--- src/rtl/loader_pkg.sv ---
// Shared types and defaults for the program loader: FSM state encoding,
// default memory geometry and the number of serial bytes per instruction.
package loader_pkg;

   localparam int unsigned ADDR_W_DEF     = 12;
   localparam int unsigned INSTR_W_DEF    = 19;
   localparam int unsigned BYTES_PER_WORD = 3;

   typedef enum logic [2:0] {
      ST_IDLE,
      ST_B0,
      ST_B1,
      ST_B2,
      ST_WRITE,
      ST_DONE
   } state_t;

endpackage

--- src/rtl/instr_assembler.sv ---
// Captures three little-endian serial bytes into one instruction word and
// flags a format error when the top byte carries bits beyond the word width.
module instr_assembler
   import loader_pkg::*;
#(
   parameter int unsigned INSTR_W = INSTR_W_DEF
)
(
   input  logic               clk,
   input  logic               rst,
   input  logic               cap_en,
   input  logic [1:0]         byte_idx,
   input  logic [7:0]         in_data,
   output logic [INSTR_W-1:0] word,
   output logic               fmt_bad
);

   localparam int unsigned HI_W = INSTR_W - 16;
   localparam logic [1:0] LAST_IDX = 2'(BYTES_PER_WORD - 1);

   logic [7:0]      byte0_q;
   logic [7:0]      byte1_q;
   logic [HI_W-1:0] hi_q;

   always_ff @(posedge clk or negedge rst) begin
      if (!rst) begin
         byte0_q <= '0;
         byte1_q <= '0;
         hi_q    <= '0;
      end else if (cap_en) begin
         case (byte_idx)
            2'd0:    byte0_q <= in_data;
            2'd1:    byte1_q <= in_data;
            default: hi_q    <= in_data[HI_W-1:0];
         endcase
      end
   end

   assign word    = {hi_q, byte1_q, byte0_q};
   // Upper bits of the last byte are dropped from the word but reported.
   assign fmt_bad = cap_en && (byte_idx == LAST_IDX) && (in_data[7:HI_W] != '0);

endmodule

--- src/rtl/program_loader.sv ---
// Serial-to-instruction-memory loader: accepts a byte stream, assembles
// 3-byte instructions and writes them to consecutive addresses.
module program_loader
   import loader_pkg::*;
#(
   parameter int unsigned ADDR_W  = ADDR_W_DEF,
   parameter int unsigned INSTR_W = INSTR_W_DEF
)
(
   input  logic               clk,
   input  logic               rst,
   input  logic               start,
   input  logic [ADDR_W-1:0]  base_addr,
   input  logic [ADDR_W:0]    word_count,
   input  logic [7:0]         in_data,
   input  logic               in_valid,
   output logic               in_ready,
   output logic               wr_en,
   output logic [ADDR_W-1:0]  wr_addr,
   output logic [INSTR_W-1:0] wr_data,
   output logic               busy,
   output logic               done,
   output logic               err
);

   state_t state_q, state_d;

   logic [ADDR_W-1:0] addr_q;
   logic [ADDR_W:0]   count_q;
   logic              err_q;
   logic              accept;
   logic              xfer;
   logic              fmt_bad;
   logic [1:0]        byte_idx;

   always_ff @(posedge clk or negedge rst) begin
      if (!rst) state_q <= ST_IDLE;
      else      state_q <= state_d;
   end

   always_comb begin
      state_d  = state_q;
      in_ready = 1'b0;
      wr_en    = 1'b0;
      busy     = 1'b1;
      done     = 1'b0;
      accept   = 1'b0;
      byte_idx = 2'd0;
      case (state_q)
         ST_IDLE: begin
            busy = 1'b0;
            if (start) begin
               accept  = 1'b1;
               state_d = (word_count == '0) ? ST_DONE : ST_B0;
            end
         end
         ST_B0: begin
            in_ready = 1'b1;
            byte_idx = 2'd0;
            if (in_valid) state_d = ST_B1;
         end
         ST_B1: begin
            in_ready = 1'b1;
            byte_idx = 2'd1;
            if (in_valid) state_d = ST_B2;
         end
         ST_B2: begin
            in_ready = 1'b1;
            byte_idx = 2'd2;
            if (in_valid) state_d = ST_WRITE;
         end
         ST_WRITE: begin
            wr_en   = 1'b1;
            // count_q still holds the pre-decrement value here.
            state_d = (count_q == (ADDR_W+1)'(1)) ? ST_DONE : ST_B0;
         end
         ST_DONE: begin
            done    = 1'b1;
            state_d = ST_IDLE;
         end
         default: state_d = ST_IDLE;
      endcase
   end

   assign xfer = in_valid && in_ready;

   always_ff @(posedge clk or negedge rst) begin
      if (!rst) begin
         addr_q  <= '0;
         count_q <= '0;
         err_q   <= 1'b0;
      end else begin
         if (accept) begin
            addr_q  <= base_addr;
            count_q <= word_count;
            err_q   <= 1'b0;
         end else if (wr_en) begin
            addr_q  <= addr_q + ADDR_W'(1);
            count_q <= count_q - (ADDR_W+1)'(1);
         end
         if (fmt_bad) err_q <= 1'b1;
      end
   end

   instr_assembler #(
      .INSTR_W (INSTR_W)
   ) u_asm (
      .clk      (clk),
      .rst      (rst),
      .cap_en   (xfer),
      .byte_idx (byte_idx),
      .in_data  (in_data),
      .word     (wr_data),
      .fmt_bad  (fmt_bad)
   );

   assign wr_addr = addr_q;
   assign err     = err_q;

endmodule

--- config.mk ---
export PLATFORM = sky130hd
export DESIGN_NAME = program_loader
export DESIGN_NICKNAME = d
export VERILOG_FILES = /design/src/rtl/loader_pkg.sv /design/src/rtl/instr_assembler.sv /design/src/rtl/program_loader.sv
export SDC_FILE = /design/constraint.sdc
export NUM_CORES = 1
export LEC_CHECK = 0
export ABC_AREA = 1
export BUFFER_PORTS_ARGS = -buffer_cell sky130_fd_sc_hd__clkbuf_2
export CORE_MARGIN = 2
export CORE_UTILIZATION = 39
export DETAILED_ROUTE_END_ITERATION = 8
export PLACE_DENSITY = 0.68
export SLEW_MARGIN = 5
export SYNTH_ARGS = -nofsm -noshare
export SYNTH_HDL_FRONTEND = slang
export SYNTH_SLANG_ARGS = --single-unit
--- constraint.sdc ---
create_clock -name clk -period 1.7 [get_ports clk]
set_input_delay 0.085 -clock clk [delete_from_list [all_inputs] [get_ports clk]]
set_output_delay 0.085 -clock clk [all_outputs]
set_load 0.005 [all_outputs]
==> results.toml <==
[status]
status = "completed"

[logic_synthesis]
synth_nets = 411
synthDistinctLibCells = 31
yosysWarnings = 0
yosysSeqAreaShare_pct = 44.3
netlist.area_leader.share_pct = 44.3
syn-cell-area_sq_um = 2710
ys.flop_type = "dfrtp_1"
synth_edf_count = 0
yosysMostFrequentCell = "nand2_1"
yosys.area.top_type = "dfrtp_1"
synth-seq-cells = 48
syn_avg_cell_area_sq_um = 7.30
async_reset_ff_share_pct = 100
synth_area_leaders = "dfrtp_1 (44%), nand2_1 (16%), inv_1 (7.8%)"
syn-instance-count = 371
synth_top_cells_by_count = "nand2_1 (115), inv_1 (56), dfrtp_1 (48)"

[routing]
drt-vias-per-instance = 4.94
drtAntennaViolNets = 0
wire_per_inst_um = 13.3
drt-initial-drc-count = 205
vias = 2629
dr.pass1.iters = 5
drc_errors = 0
wirelength_mm = 7.08

[global_route]
grt_pass1_wl_mm = 11.9
grt_max_degree = 49
globalRouteTotalUtil_pct = 20.0
grt_pass1_vias = 2544
grt_overflow = 0
antenna_found_initial = 0

[setup_path]
worstSetupPathType = "reg2out"
crit_arrival_ns = 1.49
required_ns = 1.62
critPathLaunchType = "flip-flop"
critPathCaptureType = "output port"
cp_max_fo = 16

[clock_network]
path_clk_slew_ns = 0.10
htree_levels = 2
clk_latency_ns = 0.31
cts.sinks = 48
cts_buffers = 5
cts_tree = "done"
root_buffer = "clkbuf_8"
clk_path_buf_depth = 2

[pwr]
leakage_uw = 0.00180
total_power_uw = 5780
p_per_area_nw_per_um2 = 1740
peakVddDrop_uv = 889

[timing]
tns_ns = 0
worst_pin_slew_ns = 0.629
hold_viol = 0
maxSlewHeadroom_pct = 58.1
fin_crit_sh_pct = 92.4
final.min_clock_period_ns = 1.57
slew_viol_final = 0
fmax_ghz = 0.636
rsz0062_at_grt = "false"
finalClockSkew_ns = 0.0142
setup-violations-final = 0

[floorplan]
design.core.area_sq_um = 6760
die-width_um = 87.4
die_y_um = 87.4
rows = 30
initial_core_util_pct = 40.1
die_area_sq_um = 7630
ioPinCount = 73

[place]
place_area_sq_um = 3160
post-dp-hpwl_mm = 5.07
place_congestion = 0.915
port_buffers = 72

[finish]
area_growth_pct = 22.4
nets = 491
drive_gt1_share_pct = 22.6
antennaDiodeCount = 0
fin_area_sq_um = 3320

[job]
max_cap_viol_count = 0

[min_path]
hold_class = "in2reg"
==> per-layer routing <==
layer | up-vias | share of wire, % | global-route usage, % | wire length, um
met2 | 88 | 46 | 31.4 | 3230
met5 | - | 0 | 0 | 0
met3 | 9 | 7.3 | 5.31 | 519
li1 | 1332 | - | - | -
met1 | 1200 | 46 | 26.9 | 3220
met4 | 0 | 1.5 | 6.01 | 108
==> state kept, by name, summed over array words and instances, names as in the netlist <==
signal and cells:
u_asm.hi_q 3, count_q 13, state_q 3, err 1, u_asm.byte1_q 8, u_asm.byte0_q 8, wr_addr 12
==> timing repair <==
item                                   in CTS  in global routing
endpoints found under the hold margin      49                  0
hold buffers                                2                  0
resized for setup                           0                  2
setup buffers                               0                  0
setup endpoints to repair                   0                  1
==> kinds of logic (layout without fill, tap and decap cells) <==
family                     Yosys count  in the layout  share of synthesized area, %
and+or+nand+nor                    192            192                          29.7
buffers and inverters               67            148                          10.4
AOI/OAI and AO/OA                   57             57                          12.8
DFF                                 48             48                          44.3
xor gates and xnor gates             4              4                          1.29
adders and majority gates            3              3                          1.39
==> where the power goes <==
group | switching, uW | internal (uW)
combinational | 1520 | 1040
clock | 414 | 592
sequential | 537 | 1680
==> area by class of cell <==
type | count | area, sq um
inverters | 61 | 234
fillers | 682 | 3440
clock inverters | 3 | 68.8
clock buffers | 5 | 68.8
multi-input cells | 256 | 1230
well taps | 80 | 100
flip-flops and latches | 48 | 1200
repair buffers | 79 | 418
==> placed cells by master (no fill, tap or decap), types with 2 or more instances in the layout <==
cell / count
nor2_1: 31
buf_4: 5
clkbuf_2: 72
o21ai_0: 35
ha_1: 3
nand2_2: 2
inv_2: 3
inv_1: 56
o21ai_2: 2
nand3_1: 31
o22ai_1: 3
clkbuf_8: 5
nand2_1: 115
o221ai_1: 2
or2_2: 2
inv_4: 2
nand4_1: 3
a21oi_1: 2
nor2_2: 2
bufinv_16: 2
o211ai_1: 10
dfrtp_1: 48
xor2_1: 3
nor3_1: 2
dlygate4sd3_1: 2
==> stage by stage <==
| stage | worst slack, ns | std cells | hold slack, ns | util [%] |
|---|---|---|---|---|
| 2_1_floorplan | 0.429 | 371 | -0.211 | - |
| 3_3_place_gp | 0.261 | 522 | 0.230 | 46.7 |
| 3_5_place_dp | 0.159 | 522 | 0.229 | 46.7 |
| 4_1_cts | 0.0181 | 532 | 0.00400 | 49.1 |
| 5_1_grt | 0.00932 | 532 | 0.0136 | 49.1 |
| 6_report | 0.129 | 532 | 0.00698 | 49.1 |
==> worst max-delay path, cell delays in order, from the launching register on <==
cell,delay [ns]
dfrtp_1,0.46
nor2_2,0.21
nand2_2,0.16
inv_4,0.21
clkbuf_2,0.15
==> path summary, 6_finish.rpt <==
kind,start,end,slack [ns],depth (start not counted)
worst max-delay path,state_q[1]$_DFFE_PN0P_,wr_en,0.13,4
worst min-delay path,base_addr[5],wr_addr[5]$_DFFE_PN0P_,0.007,3
worst max register to register,state_q[1]$_DFFE_PN0P_,wr_addr[8]$_DFFE_PN0P_,0.15,9
worst min register to register,u_asm.byte1_q[0]$_DFFE_PN0P_,u_asm.byte1_q[0]$_DFFE_PN0P_,0.50,2
max in group asynchronous,rst,wr_addr[0]$_DFFE_PN0P_,0.85,3
min in group asynchronous,rst,wr_addr[8]$_DFFE_PN0P_,0.40,3
Power figures use the tool's default switching activity.
